File: src/rtl/mem_wb_stage_if.sv
// MEM/WB channel interface: one valid/ready handshake plus the write-back payload.
// The stage takes the slave view on its upstream side and the master view downstream.
interface mem_wb_stage_if #(
  parameter int DATA_W = 32,
  parameter int RD_W   = 5
);
  logic              valid;
  logic              ready;
  logic              regWrite;
  logic              memToReg;
  logic [DATA_W-1:0] rdata;
  logic [DATA_W-1:0] addr;
  logic [RD_W-1:0]   rd;

  modport master (
    output valid, regWrite, memToReg, rdata, addr, rd,
    input  ready
  );

  modport slave (
    input  valid, regWrite, memToReg, rdata, addr, rd,
    output ready
  );
endinterface

File: src/rtl/mem_wb_stage.sv
// MEM/WB pipeline stage with a 2-entry skid buffer (head + skid register).
// in_ready depends only on registered state, so there is no combinational
// path from the write-back side back to the MEM stage.
// Optional feature: define MEM_WB_PERF_EN to add the saturating stall_cnt port.
module mem_wb_stage #(
  parameter int DATA_W = 32,
  parameter int RD_W   = 5,
  parameter int CNT_W  = 16
) (
  input  logic              clk,
  input  logic              reset,
  input  logic              flush,
  mem_wb_stage_if.slave     inBus,
  mem_wb_stage_if.master    outBus,
  output logic [DATA_W-1:0] wb_data,
  output logic              wb_reg_write
`ifdef MEM_WB_PERF_EN
  ,
  output logic [CNT_W-1:0]  stall_cnt
`endif
);

  localparam int PAY_W = 2 + 2 * DATA_W + RD_W;

  // State encoding is {headValid, skidValid}.
  localparam logic [1:0] EMPTY = 2'b00;
  localparam logic [1:0] ONE   = 2'b10;
  localparam logic [1:0] FULL  = 2'b11;

  logic [1:0]       state;
  logic [PAY_W-1:0] headPay;
  logic [PAY_W-1:0] skidPay;
  logic [PAY_W-1:0] inPay;
  logic             hV;
  logic             sV;
  logic             accept;
  logic             drain;

  assign hV     = state[1];
  assign sV     = state[0];
  assign inPay  = {inBus.regWrite, inBus.memToReg, inBus.rdata, inBus.addr, inBus.rd};

  assign inBus.ready  = !sV;
  assign accept       = inBus.valid && !sV;
  assign drain        = hV && outBus.ready;

  assign outBus.valid = hV;
  assign {outBus.regWrite, outBus.memToReg, outBus.rdata, outBus.addr, outBus.rd} = headPay;

  assign wb_data      = outBus.memToReg ? outBus.rdata : outBus.addr;
  assign wb_reg_write = hV && outBus.regWrite && (outBus.rd != '0);

  // Buffer control: reset beats flush beats normal traffic; the skid entry
  // is promoted to head whenever the head drains while FULL.
  always_ff @(posedge clk) begin
    if (reset) begin
      state   <= EMPTY;
      headPay <= '0;
      skidPay <= '0;
    end else if (flush) begin
      state <= EMPTY;
    end else begin
      case (state)
        EMPTY: begin
          if (accept) begin
            headPay <= inPay;
            state   <= ONE;
          end
        end
        ONE: begin
          if (accept && drain) begin
            headPay <= inPay;
          end else if (accept) begin
            skidPay <= inPay;
            state   <= FULL;
          end else if (drain) begin
            state <= EMPTY;
          end
        end
        FULL: begin
          if (drain) begin
            headPay <= skidPay;
            state   <= ONE;
          end
        end
        default: state <= EMPTY;
      endcase
    end
  end

`ifdef MEM_WB_PERF_EN
  // Count cycles where WB holds off a valid head; saturate, and survive flush.
  always_ff @(posedge clk) begin
    if (reset) begin
      stall_cnt <= '0;
    end else if (hV && !outBus.ready && (stall_cnt != '1)) begin
      stall_cnt <= stall_cnt + 1'b1;
    end
  end
`else
  logic unusedCntW;
  assign unusedCntW = (CNT_W > 0);
`endif

endmodule
File: src/flat_wrapper.sv
// flat-port wrapper written by rule: the top's interface ports become plain ports
module mem_wb_stage_flat 
#(
  parameter int DATA_W = 32,
  parameter int RD_W   = 5,
  parameter int CNT_W  = 16
)
  (clk, reset, flush, wb_data, wb_reg_write, inBus_valid, inBus_regWrite, inBus_memToReg, inBus_rdata, inBus_addr, inBus_rd, inBus_ready, outBus_valid, outBus_regWrite, outBus_memToReg, outBus_rdata, outBus_addr, outBus_rd, outBus_ready);
  mem_wb_stage_if #(.DATA_W(DATA_W), .RD_W(RD_W)) inBus_i ();
  mem_wb_stage_if #(.DATA_W(DATA_W), .RD_W(RD_W)) outBus_i ();
  input  logic clk;
  input  logic reset;
  input  logic flush;
  output logic [DATA_W-1:0] wb_data;
  output logic wb_reg_write;
  input wire logic [$bits(inBus_i.valid)-1:0] inBus_valid;
  input wire logic [$bits(inBus_i.regWrite)-1:0] inBus_regWrite;
  input wire logic [$bits(inBus_i.memToReg)-1:0] inBus_memToReg;
  input wire logic [$bits(inBus_i.rdata)-1:0] inBus_rdata;
  input wire logic [$bits(inBus_i.addr)-1:0] inBus_addr;
  input wire logic [$bits(inBus_i.rd)-1:0] inBus_rd;
  output wire logic [$bits(inBus_i.ready)-1:0] inBus_ready;
  output wire logic [$bits(outBus_i.valid)-1:0] outBus_valid;
  output wire logic [$bits(outBus_i.regWrite)-1:0] outBus_regWrite;
  output wire logic [$bits(outBus_i.memToReg)-1:0] outBus_memToReg;
  output wire logic [$bits(outBus_i.rdata)-1:0] outBus_rdata;
  output wire logic [$bits(outBus_i.addr)-1:0] outBus_addr;
  output wire logic [$bits(outBus_i.rd)-1:0] outBus_rd;
  input wire logic [$bits(outBus_i.ready)-1:0] outBus_ready;
  assign inBus_i.valid = inBus_valid;
  assign inBus_i.regWrite = inBus_regWrite;
  assign inBus_i.memToReg = inBus_memToReg;
  assign inBus_i.rdata = inBus_rdata;
  assign inBus_i.addr = inBus_addr;
  assign inBus_i.rd = inBus_rd;
  assign inBus_ready = inBus_i.ready;
  assign outBus_valid = outBus_i.valid;
  assign outBus_regWrite = outBus_i.regWrite;
  assign outBus_memToReg = outBus_i.memToReg;
  assign outBus_rdata = outBus_i.rdata;
  assign outBus_addr = outBus_i.addr;
  assign outBus_rd = outBus_i.rd;
  assign outBus_i.ready = outBus_ready;
  mem_wb_stage #(.DATA_W(DATA_W), .RD_W(RD_W), .CNT_W(CNT_W)) u_core (.clk(clk), .reset(reset), .flush(flush), .inBus(inBus_i), .outBus(outBus_i), .wb_data(wb_data), .wb_reg_write(wb_reg_write));
endmodule
File: config.mk
export PLATFORM = sky130hd
export DESIGN_NAME = mem_wb_stage_flat
export DESIGN_NICKNAME = d
export VERILOG_FILES = /design/src/rtl/mem_wb_stage_if.sv /design/src/rtl/mem_wb_stage.sv /design/src/flat_wrapper.sv
export SDC_FILE = /design/constraint.sdc
export NUM_CORES = 1
export LEC_CHECK = 0
export CAP_MARGIN = 20
export CORE_ASPECT_RATIO = 2
export CORE_MARGIN = 2
export CORE_UTILIZATION = 48
export DETAILED_ROUTE_END_ITERATION = 8
export PLACE_DENSITY = 0.8
export SETUP_SLACK_MARGIN = 0.02
export SLEW_MARGIN = 20
export SYNTH_ARGS = -nofsm -noshare
export SYNTH_HDL_FRONTEND = slang
export SYNTH_SLANG_ARGS = --single-unit
export TNS_END_PERCENT = 1
File: constraint.sdc
create_clock -name clk -period 4.8 [get_ports clk]
set_input_delay 0.96 -clock clk [delete_from_list [all_inputs] [get_ports clk]]
set_output_delay 0.96 -clock clk [all_outputs]
set_load 0.005 [all_outputs]
# After elaboration in Yosys (flattened, before gate mapping)
# Index checks and enable logic that the tools add are counted.
# totals
n_memories	0
latchBits	0
out_inout_bits	106
mem_bits_ro	0
ramBits	0
word_cells	36
regBits	144
inputBits	76
# classes
multipliers	0
addsub	0
n_reduce_logical	13
magnitude_cmp	0
n_div	0
eq_ne	7
shift	0
mux	11
bitwise_logic	2
# op_table
cell	n
two-way mux 71 bit	3
one-hot mux 71 bit (3 select lines)	1
two-way mux 32 bit	1
two-way mux 2 bit	5
AND reduction 4 bit	2
inequality test 2 x 1 -> 1 bit (second input constant)	3
one-hot mux 2 bit (3 select lines)	1
logical AND 1 bit	5
AND reduction 5 bit	1
nonzero test 5 bit	1
== test 2 bit (second input constant)	2
inequality test 3 x 1 -> 1 bit (second input constant)	1
nonzero test 3 bit	1
zero test 2 bit	1
inequality test 2 bit (second input constant)	1
inverter 1 bit	2
OR reduction 2 bit	1
zero test 1 bit	1

# Depth between registers and ports, before layout
# depth
depth_word	5
ltp_mapped	8
mapped_depth_nobuf	6

# Worst setup path after synthesis
# No wires, ideal clock.
# synth_path
path_kind	flip-flop to output port
start	register u_core.headPay[69]
end	output wb_data[0]
t_arrival_ps	1263
slack_ps	2577
required_time_ps	3840
path_stages_with_launch	4
n_path_buf	2
cell_sequence	dfxtp_1 > clkbuf_1 > clkbuf_1 > mux2_2
# synth_via
elab_chain_cells	1
# synth_lines
element	line	rtl
from (decl)	mem_wb_stage.sv:31	logic [PAY_W-1:0] headPay;
from (signal assigned)	mem_wb_stage.sv:66	headPay <= inPay;
from (signal assigned)	mem_wb_stage.sv:72	headPay <= inPay;
from (signal assigned)	mem_wb_stage.sv:82	headPay <= skidPay;
two-way mux 32 bit	mem_wb_stage.sv:50	assign wb_data = outBus.memToReg ? outBus.rdata : outBus.addr;
to (decl)	flat_wrapper.sv:14	output logic [DATA_W-1:0] wb_data;
# No other way between the ends.

# Final worst setup path
# layout_path
start	register u_core.headPay[69]
end	output wb_data[3]
# The elaborated chain is that of the path after synthesis.

==> results.txt <==
----------------------------------------------------
[Job]
  Count of max-cap constraint violations ... 0

[Floorplan]
  Number of primary I/O pins ... ~180
  Chip width ... between 80 and 90 um
  Starting utilization of the core area ... 0.488
  Number of placement rows ... 59
  Standard cell core area ... between 10000 and 15000 um^2
  Die outline height ... between 150 and 200 um
  Full die area ... 14000 um^2

[Timing]
  Share of the clock period used by the worst path after layout ... 0.670
  Slew of the pin with the lowest slew margin ... 1.01 ns
  Minimum clock period after layout ... roughly 3.2 ns
  Clock Skew ... 0.00828 ns
  Post-Route Setup TNS ... 0 ns
  Top achievable clock speed ... between 0.3 and 0.4 GHz
  Count of final max-slew check failures ... 0
  Setup Viol. Count Final ... 0
  Slew Limit Headroom ... 0.329
  Final number of hold-violating endpoints ... 0
  RSZ-0062 raised after global routing ... no

[Synth]
  Number of storage elements in the synthesis netlist ... 144
  Cell with the most instances after synthesis ... sky130_fd_sc_hd__nand2_1
  Biggest area contributors in the synthesized netlist ... sky130_fd_sc_hd__dfxtp_1, sky130_fd_sc_hd__mux2i_1, sky130_fd_sc_hd__a21oi_1
  Proportion of synthesized flip-flops having asynchronous set or reset ... 0
  Cell Area, Synth ... 6260 um^2
  Post-synthesis net count ... between 700 and 800
  Most instantiated flip-flop cell in the synthesis netlist ... sky130_fd_sc_hd__dfxtp_1
  Gate count after technology mapping ... about 700
  Post-synthesis cell type with the largest combined area ... sky130_fd_sc_hd__dfxtp_1
  Portion of synthesized cell area occupied by the leading cell type ... 0.460
  Number of synthesis warnings ... 0
  Average size of a mapped cell ... 9.00 um^2
  Post-synth cell types ... 25
  Share of the yosys chip area belonging to registers ... 0.460
  Most frequent cells after synthesis ... sky130_fd_sc_hd__nand2_1, sky130_fd_sc_hd__a21oi_1, sky130_fd_sc_hd__dfxtp_1
  Post-synth EDFFs ... 0

[Final layout]
  Number of diodes ... 0
  Fill cells ... just over 1000
  Combined area of the multi-input logic cells ... slightly above 3000 um^2
  Fraction of final layout cells sized beyond drive strength 1 ... 0.0938
  Sequential cell area ... just under 3000 um^2
  Synth-to-Final Area Change ... 38.7%
  Layout Nets ... 920

[CTS]
  Hold buffer count at cts ... 0
  # clock sinks ... 144
  Buffers from clock root to sink, at most ... 2
  H-tree levels ... 4
  Clock-pin slew of the registers on the worst-case setup and hold paths ... 0.06 ns
  Number of buffers added by the clock tree synthesis step ... 17
  Number of buffers added for setup after CTS ... 0
  Clock tree from TritonCTS ... done
  Skew-Pair Late Insertion Delay ... 0.41 ns
  CTS Root Cell ... sky130_fd_sc_hd__clkbuf_16
  Post-cts resize count ... 0

[Detailed routing]
  Number of vias per cell after detailed routing ... 5.62
  Met1 routed wirelength after detailed routing ... about 7.0 mm
  Average detailed-routed wire length per instance ... 16.8 um
  Antenna violation net count after detailed routing ... 0
  Routed length on met3 ... 1.19 mm
  Met2 WL ... 8.49 mm
  Starting DRT DRC Count ... 252
  Detailed-routing iteration count for the pre-antenna-repair pass ... 5
  Top sig layer ... met4
  Remaining design rule violation count ... 0
  Total wirelength of the detailed-routed design ... about 17 mm
  Vias ... approximately 5600

[Placement]
  RD Place Congestion ... 0.808
  Number of buffers inserted by port buffering ... 181
  HPWL after DPL ... 10.6 mm

[Global routing]
  Leftover overflow at the end of global routing ... 0
  Maximum number of pins on one net before global-route repair ... 100
  Wire length of the first global-routing pass ... 26.8 mm
  Vias in the first global route ... 5316
  Number of antenna violations at the first check in global routing ... 0
  GRT Resource Usage Total ... 0.238

[Pwr]
  Worst-case vdd ir drop ... 281 uV
  Design Power ... 0.00321 W
  Pwr dens ... between 300 and 400 nW/um^2
  Leakage component of the power ... 2.86 nW

[Worst setup path]
  Crit. End Element ... output port
  Startpoint of the worst register-to-register path ... u_core.state[1]
  Startpoint-to-endpoint class of the critical path ... reg2out
  Worst path required time ... approximately 3.8 ns
  Maximum net fanout on the critical path ... 34
  Launching element type of the critical path ... flop
  Worst Setup SP ... u_core.headPay[69]
  Worst path arrival time ... 2.26 ns

[Worst hold path]
  Tightest Hold Check Type ... reg2reg
  Worst hold path startpoint ... u_core.skidPay[29]

[Outcome]
  Outcome ... complete, no violations

----------------------------------------------------
==> worst max-delay path: stages (launching register included) <==
cell                              delay (ns)
sky130_fd_sc_hd__dfxtp_2                0.94
sky130_fd_sc_hd__mux2_2                 0.41
sky130_fd_sc_hd__clkdlybuf4s50_1        0.49
==> layout by cell type, fill, tap and decap left out, drive strengths merged, types with 4 or more instances in the layout <==
cell             n
a211oi          71
a21oi          144
buf             11
bufinv           4
clkbuf          20
clkdlybuf4s50  180
dfxtp          144
ha               4
inv              4
mux2            32
mux2i           73
nand2          146
==> worst paths after layout <==
kind / endpoint / slack [ns] / depth (start not counted)
worst min-delay path: u_core.skidPay[29] / 0.45 / 2
worst max-delay path: wb_data[3] / 1.58 / 2
worst min register to register: u_core.skidPay[29] / 0.45 / 2
worst max register to register: u_core.headPay[22] / 1.99 / 7
==> cells by family after synthesis <==
family	Yosys count	synth area share
compound gates	219	0.208
xor+xnor	1	0.00140
fa+ha+maj	4	0.00799
buf+inv	68	0.0509
flops	144	0.460
mux	105	0.174
simple gates	155	0.0971
==> per-stage QoR <==
step                      instance area [um^2]  instances  hold slack [ns]  worst slack [ns]   util
after floorplan                           6260        696            0.436              2.58      -
after global placement                    8060        973            0.441              1.43  0.627
after detailed placement                  8060        973            0.446              1.33  0.627
after CTS                                 8690       1005            0.454              1.55  0.676
after global routing                      8690       1005            0.471              1.48  0.676
final                                     8690       1005            0.454              1.58  0.676
==> per-layer routing <==
| metal | vias to the layer above | global-route usage |
|---|---|---|
| li1 | 2748 | - |
| met1 | 2669 | 0.302 |
| met2 | 212 | 0.396 |
| met3 | 18 | 0.0636 |
| met4 | 0 | 0.0714 |
| met5 | - | 0 |
==> where the power goes <==
part,total (W),switching [W],internal [W],leakage [nW]
clock,0.00139,0.000501,0.000888,0.297
sequential,0.00133,0.0000657,0.00126,1.18
combinational,0.000493,0.000200,0.000293,1.39
==> layout make-up <==
type / instances / area share
clock buffers: 20 / 0.0514
clock inverters: 12 / 0.0210
inverters: 2 / 0.000864
multi-input cells: 484 / 0.356
flip-flops and latches: 144 / 0.332
well taps: 152 / 0.0219
repair buffers: 191 / 0.217
==> registers in the layout, indices dropped and copies added, names as in the netlist <==
name	flops
u_core.headPay	71
u_core.skidPay	71
u_core.state	2
Power figures use the tool's default switching activity.
